## src/rtl/ras_ckpt.sv

```systemverilog
// Return address stack with single-cycle pointer/count checkpoint restore.
// Optional top-entry repair on restore is enabled by defining RAS_CKPT_TOP_REPAIR_EN.
module ras_ckpt #(
  parameter int RAS_DEPTH        = 8,
  parameter int RAS_TARGET_WIDTH = 12,
  parameter int LOG_RAS_DEPTH    = $clog2(RAS_DEPTH)
) (
  input  logic                        CLK,
  input  logic                        RST,
  input  logic                        push_valid,
  input  logic [RAS_TARGET_WIDTH-1:0] push_target,
  input  logic                        pop_valid,
  output logic [RAS_TARGET_WIDTH-1:0] pop_target,
  output logic [LOG_RAS_DEPTH-1:0]    ckpt_ptr,
  output logic [LOG_RAS_DEPTH:0]      ckpt_count,
  input  logic                        restore_valid,
  input  logic [LOG_RAS_DEPTH-1:0]    restore_ptr,
  input  logic [LOG_RAS_DEPTH:0]      restore_count,
`ifdef RAS_CKPT_TOP_REPAIR_EN
  output logic [RAS_TARGET_WIDTH-1:0] ckpt_top,
  input  logic [RAS_TARGET_WIDTH-1:0] restore_top,
`endif
  output logic                        empty,
  output logic                        full
);

  localparam logic [LOG_RAS_DEPTH:0]   DEPTH_CNT = (LOG_RAS_DEPTH+1)'(RAS_DEPTH);
  localparam logic [LOG_RAS_DEPTH:0]   CNT_ONE   = (LOG_RAS_DEPTH+1)'(1);
  localparam logic [LOG_RAS_DEPTH-1:0] PTR_ONE   = LOG_RAS_DEPTH'(1);

  logic [RAS_TARGET_WIDTH-1:0] entry [RAS_DEPTH];
  logic [LOG_RAS_DEPTH-1:0]    ptr;
  logic [LOG_RAS_DEPTH-1:0]    top_idx;
  logic [LOG_RAS_DEPTH:0]      count;
  logic [LOG_RAS_DEPTH:0]      restore_count_clamped;

  // ptr is the next write slot, so the top of stack lives one below it (wrapping).
  assign top_idx    = ptr - PTR_ONE;
  assign pop_target = entry[top_idx];
  assign ckpt_ptr   = ptr;
  assign ckpt_count = count;
  assign empty      = (count == '0);
  assign full       = (count == DEPTH_CNT);
`ifdef RAS_CKPT_TOP_REPAIR_EN
  assign ckpt_top   = pop_target;
`endif

  assign restore_count_clamped = (restore_count > DEPTH_CNT) ? DEPTH_CNT : restore_count;

  always_ff @(posedge CLK or posedge RST) begin
    if (RST) begin
      ptr   <= '0;
      count <= '0;
    end else if (restore_valid) begin
      ptr   <= restore_ptr;
      count <= restore_count_clamped;
    end else if (push_valid && !pop_valid) begin
      ptr <= ptr + PTR_ONE;
      if (count != DEPTH_CNT) count <= count + CNT_ONE;
    end else if (pop_valid && !push_valid) begin
      ptr <= ptr - PTR_ONE;
      if (count != '0) count <= count - CNT_ONE;
    end
  end

  // A simultaneous push and pop replaces the top in place (coroutine swap).
  always_ff @(posedge CLK or posedge RST) begin
    if (RST) begin
      for (int i = 0; i < RAS_DEPTH; i++) entry[i] <= '0;
    end else if (restore_valid) begin
`ifdef RAS_CKPT_TOP_REPAIR_EN
      entry[restore_ptr - PTR_ONE] <= restore_top;
`endif
    end else if (push_valid && pop_valid) begin
      entry[top_idx] <= push_target;
    end else if (push_valid) begin
      entry[ptr] <= push_target;
    end
  end

endmodule

```

## config.mk

```make
export PLATFORM = sky130hd
export DESIGN_NAME = ras_ckpt
export DESIGN_NICKNAME = d
export VERILOG_FILES = /design/src/rtl/ras_ckpt.sv
export SDC_FILE = /design/constraint.sdc
export NUM_CORES = 1
export LEC_CHECK = 0
export BUFFER_PORTS_ARGS = -buffer_cell sky130_fd_sc_hd__buf_2
export CORE_MARGIN = 3
export CORE_UTILIZATION = 40
export CTS_BUF_LIST = sky130_fd_sc_hd__clkbuf_2
export CTS_CLUSTER_SIZE = 28
export DETAILED_ROUTE_END_ITERATION = 10
export SLEW_MARGIN = 20
export SYNTH_ARGS = -nofsm -noshare
export SYNTH_HDL_FRONTEND = slang
export SYNTH_SLANG_ARGS = --single-unit
```

## constraint.sdc

```tcl
create_clock -name CLK -period 8.6 [get_ports CLK]
set_input_delay 1.29 -clock CLK [delete_from_list [all_inputs] [get_ports CLK]]
set_output_delay 1.29 -clock CLK [all_outputs]
set_load 0.1 [all_outputs]
```

==> flow_metrics.tcl, run 1 <==
set metrics [dict create \
    worstSkewPairLatency_ns 0.60 \
    max_slew.worst_pin.slew_ns 0.996 \
    crit_path_max_fanout 16 \
    cp.arrival_ns 3.03 \
    fmax_ghz 0.231 \
    rows 40 \
    required_ns 7.31 \
    min_path_type "reg2reg" \
    cts_hold_buf 0 \
    maxCapViolations 0 \
    drive_gt1_frac 0.477 \
    critPathLaunchType "flip-flop" \
    gp_congestion 0.775 \
    whs_endpoint "entry[32]" \
    viasPerCell 5.22 \
    cts_inserted_buffers 9 \
    post-route-drc-count 0 \
    core_sq_um 12100 \
    grt_pass1_vias 3217 \
    min_period_ns 4.32 \
    finalCritPeriodShare 0.502 \
    start_util 0.413 \
    ys_warn_count 0 \
    grt.overflow.total 0 \
    power.total_w 0.00185 \
    hold_violations 0 \
    synth_cells 363 \
    setup_viol 0 \
    dpl_cell_area_sq_um 5410 \
    worstHoldStart "entry[32]" \
    critical_path_class "reg2out" \
    outcome "complete, no violations" \
    power_density_nw_per_um2 333 \
    drt-pass1-iter-count 4 \
    seqCellArea_sq_um 2580 \
    portBuffers 44 \
    multi_input_area_sq_um 2310 \
    area_delta_synth_final_pct 11.1 \
    antenna_found_initial 0 \
    finalSetupTns_ns 0 \
    final_cell_area_sq_um 5550 \
    cts-root-buf "clkbuf_2" \
    antenna_cells 0 \
    grt_max_degree 60 \
    cts_tree "yes" \
    netlist_area_sq_um 5000 \
    die_h_microns 118 \
    r2r_slack_ns 5.34 \
    gr-usage-all-layers 0.162 \
    antenna_left 0 \
    layout.nets 433 \
    post-cts-setup-buffers 0 \
    max_slew_margin 0.333 \
    synth_cell_type_count 39 \
    clockBufferDepth 2 \
    avgSynthCellArea_sq_um 13.8 \
    vdd_drop_max_mv 0.199 \
    ios 45 \
    worstReg2RegStart "ckpt_ptr[1]" \
    synth_nets 391 \
    place_hpwl_microns 6620 \
    routed_wl_microns 10600 \
    ctsResizeCount 0 \
    rsz0062_at_grt "no" \
    worstHoldPathCells 1 \
    die_w_microns 118 \
    routed-via-count 3012 \
    worstReg2RegEnd "entry[71]" \
    clkTransAtPathRegs_ns 0.27 \
    grt_pass1_wl_microns 17600 \
    rr_worst_depth 7 \
    p_leak_nw 2.44 \
    fillers 1139 \
    ys_seq_elements 103 \
    dieArea_sq_um 13900 \
    drt_iter0_drc 116 \
    synth-seq-area-share 0.516 \
    finClkSkew_ns 0.0299 \
    clock_sinks 103 \
    wl_per_cell_microns 18.4 \
    cp-end-kind "output pin" \
    cts.htree.levels 3 \
    slew_viol_final 0 \
]
synth_stat cells (all sizes together):
cell type	count	area share
nand3b	1	0.0015
or3	1	0.0023
o21a	1	0.0015
mux2	96	0.22
clkbuf	6	0.0045
and2b	1	0.0015
inv	5	0.0038
mux4	24	0.11
nor3	6	0.0070
a2bb2oi	1	0.0018
nor2	8	0.0060
a211oi	1	0.0015
nor4	1	0.0013
a22oi	2	0.0030
nand3	1	0.0010
mux2i	1	0.0020
xor2	4	0.0085
nand4	1	0.0013
a21o	1	0.0015
o22ai	2	0.0025
nor2b	1	0.0013
nand2	46	0.035
xnor2	5	0.010
a31oi	5	0.0063
dfrtp	103	0.52
buf	16	0.017
nand2b	2	0.0025
a21oi	8	0.0080
ha	4	0.010
a32oi	2	0.0035
o21ai	6	0.0060
and2	1	0.0013
cells in the final DEF (no fill, tap or decap), types with 2 or more instances in the layout:
cell and instances:
a31oi_1 5, ha_1 4, xor2_1 3, nor2_1 8, o21ai_0 6, o22ai_1 2
buf_4 9, clkinv_4 2, a22oi_1 2, bufinv_16 2, nand2_1 46, a21oi_1 8
dfrtp_1 102, xnor2_1 4, a32oi_1 2, mux2_2 85, nor3_2 4, mux4_2 24
inv_1 4, buf_2 44, clkbuf_2 9, nor3_1 2, mux2_4 10, nand2b_1 2
routing by layer:
metal	share of wire	wire length, microns	GRT usage	vias to the layer above
met5	0	0	0	-
met4	0.017	180	0.0484	0
met3	0.036	379	0.0370	15
met2	0.46	4910	0.252	58
met1	0.48	5150	0.229	1543
li1	-	-	-	1396
logic make-up after synthesis:
logic type                 share of synthesized area
AOI/OAI and AO/OA                             0.0355
xor gates and xnor gates                      0.0188
adders and majority gates                     0.0100
buffers and inverters                         0.0250
DFF                                            0.516
muxes                                          0.334
and+or+nand+nor                               0.0613
worst max-delay path by stage:
| stage | start | to | slack, ns |
|---|---|---|---|
| CTS | ckpt_ptr[1] | pop_target[3] | 4.23 |
| finish | ckpt_ptr[1] | pop_target[3] | 4.28 |
| global placement | ckpt_ptr[1] | pop_target[3] | 4.96 |
| global route | ckpt_ptr[1] | pop_target[3] | 4.00 |
| detailed placement | ckpt_ptr[1] | pop_target[3] | 4.96 |
| floorplan | ckpt_count[1] | empty | 3.37 |
area by class of cell:
class	instances	area share
multi-input combinational	233	0.416
timing repair buffer	53	0.0518
clock buffer	9	0.00811
clock inverter	6	0.0176
tap	168	0.0379
sequential	103	0.464
inverter	5	0.00383
sequential cells by signal, summed over array words and instances, names as in the netlist:
signal	flops
ckpt_count	4
entry	96
ckpt_ptr	3
power breakdown:
group          switching (W)  total [W]  internal (W)
sequential         0.0000866   0.000734      0.000648
combinational       0.000551   0.000849      0.000298
clock               0.000166   0.000263     0.0000972
total               0.000803    0.00185       0.00104
through the flow:
stage                util  hold slack, ns  setup slack, ns  instances
detailed placement  0.447           0.471             4.96        562
finish              0.458           0.525             4.28        577
CTS                 0.458           0.527             4.23        577
global route        0.458           0.557             4.00        577
global placement    0.447           0.466             4.96        562
floorplan               -           0.452             3.37        363
critical path, stage by stage, from the launching register on:
cell and delay [ns]:
dfrtp_1 0.50, inv_1 0.17, ha_1 0.31, xor2_2 0.79, nand2_1 0.13, nand2_1 0.12
buf_2 0.43
Power figures use the tool's default switching activity.
==> run 2: changes to the inputs <==
==> constraint.sdc (replaced) <==
create_clock -name CLK -period 4 [get_ports CLK]
set_input_delay 0.6 -clock CLK [delete_from_list [all_inputs] [get_ports CLK]]
set_output_delay 0.6 -clock CLK [all_outputs]
set_load 0.1 [all_outputs]
==> run 2 against run 1 <==
Combinational power increased by 120%; highest routed layer unchanged; wire length grew 1.6%; via count is 2.6% higher; largest power group unchanged.
==> flow_metrics.tcl, run 2 (same netlist as run 1, synthesis figures left out) <==
set metrics [dict create \
    outcome "complete, no violations" \
    largest_reg_flops 96 \
    routed-via-count 3089 \
    clkTransAtPathRegs_ns 0.31 \
    rsz0062_at_grt "no" \
    slew_viol_final 0 \
    max_slew.worst_pin.slew_ns 1.02 \
    min_period_ns 3.67 \
    path_cells "inv_1, ha_1, xnor2_2, nand2_1, nand2_1, buf_2" \
    worst-path-buf-inv 2 \
    worstReg2RegStart "ckpt_ptr[1]" \
    ctsResizeCount 0 \
    instances_no_fill 579 \
    slowest_delay_ns 0.84 \
    grt_max_degree 81 \
    gp_congestion 0.791 \
    max_slew_margin 0.316 \
    setup_viol 0 \
    vdd_drop_max_mv 0.516 \
    required_ns 3.40 \
    cts_hold_buf 0 \
    post-route-drc-count 0 \
    start_util 0.413 \
    critical_path_class "reg2out" \
    cts_tree "yes" \
    clockBufferDepth 2 \
    fmax_ghz 0.273 \
    hold_violations 0 \
    min_path_type "in2async" \
    regMostFlops "entry" \
    critPathLaunchType "flip-flop" \
    cts-root-buf "clkbuf_2" \
    multi_input_area_sq_um 2320 \
    seqCellArea_sq_um 2580 \
    timing.final.ws_setup_ns 0.331 \
    wl_per_cell_microns 18.6 \
    area_delta_synth_final_pct 11.2 \
    maxCapViolations 0 \
    grt_pass1_wl_microns 18000 \
    use_met1 0.247 \
    final_common_cell "dfrtp_1" \
    portBuffers 44 \
    power_density_nw_per_um2 706 \
    gr-usage-all-layers 0.164 \
    rows 40 \
    finalSetupTns_ns 0 \
    post-place-ws_ns 1.01 \
    use_met2 0.238 \
    cp-startpoint "ckpt_ptr[1]" \
    cts_inserted_buffers 9 \
    grt.overflow.total 0 \
    routed_wl_microns 10800 \
    cp_common_cell "nand2_1" \
    drive_gt1_frac 0.484 \
    cp.arrival_ns 3.07 \
    finClkSkew_ns 0.0437 \
    core_sq_um 12100 \
    die_w_microns 118 \
    grt_pass1_vias 3168 \
    post-cts-setup-buffers 0 \
    fillers 1127 \
    cts.htree.levels 3 \
    p_leak_nw 2.44 \
    critPathSlowestCell "xnor2_2" \
    dieArea_sq_um 13900 \
    antenna_cells 0 \
    ios 45 \
    grt_use_met3 0.0399 \
    antenna_left 0 \
    viasPerCell 5.34 \
    worstSkewPairLatency_ns 0.61 \
    finalCritPeriodShare 0.917 \
    drt-pass1-iter-count 4 \
    cp-end-kind "output pin" \
    critPathTopFamily "XOR/XNOR gates" \
    clock_sinks 103 \
    layout.nets 435 \
    placed_cells 564 \
    die_h_microns 118 \
    crit_path_max_fanout 16 \
    drt_iter0_drc 212 \
    grt.busiest_layer "met1" \
    place_hpwl_microns 6670 \
    layout_common_cells "dfrtp_1 (102), mux2_2 (85), nand2_1 (46)" \
    antenna_found_initial 0 \
]
run 2: routing by layer:
metal / vias to the layer above / routed length, microns
met3: 9 / 455
li1: 1403 / -
met5: - / 0
met1: 1612 / 5350
met2: 65 / 4890
met4: 0 / 99
run 2: power breakdown:
group          total, W  switching, W  internal, W
registers       0.00159      0.000194      0.00139
logic           0.00183       0.00119     0.000648
clock network  0.000503      0.000359     0.000144
run 2: final cells by class:
cell class | instances | area share
Clock buffer | 9 | 0.00810
Timing Repair Buffer | 55 | 0.0567
Clock inverter | 6 | 0.0122
Multi-Input combinational cell | 233 | 0.417
Inverter | 5 | 0.00428
Tap cell | 168 | 0.0378
Sequential cell | 103 | 0.464
run 2: stage by stage:
stage	util	area, sq um	power, W	hold slack [ns]
2_1_floorplan	-	5010	0.00311	0.452
3_3_place_gp	0.449	5440	0.00342	0.461
3_5_place_dp	0.449	5440	0.00346	0.481
4_1_cts	0.459	5560	0.00397	0.152
5_1_grt	0.459	5560	0.00415	0.0517
6_report	0.459	5560	0.00392	0.0676
run 2: final timing paths:
kind	end	slack, ns	depth (start not counted)
setup / recovery	pop_target[2]	0.33	6
hold / removal	entry[14]	0.07	2
setup reg to reg	entry[76]	1.01	7
hold reg to reg	entry[32]	0.53	1
max in group asynchronous	entry[69]	3.11	3
min in group CLK	ckpt_ptr[2]	0.22	3
run 2: worst register-to-register path, stage by stage (launching register included):
cell and delay [ns]:
dfrtp_1 0.51, inv_1 0.15, ha_1 0.29, xnor2_2 0.84, a21oi_1 0.18, nor3_2 0.41
buf_12 0.21, mux2_2 0.34
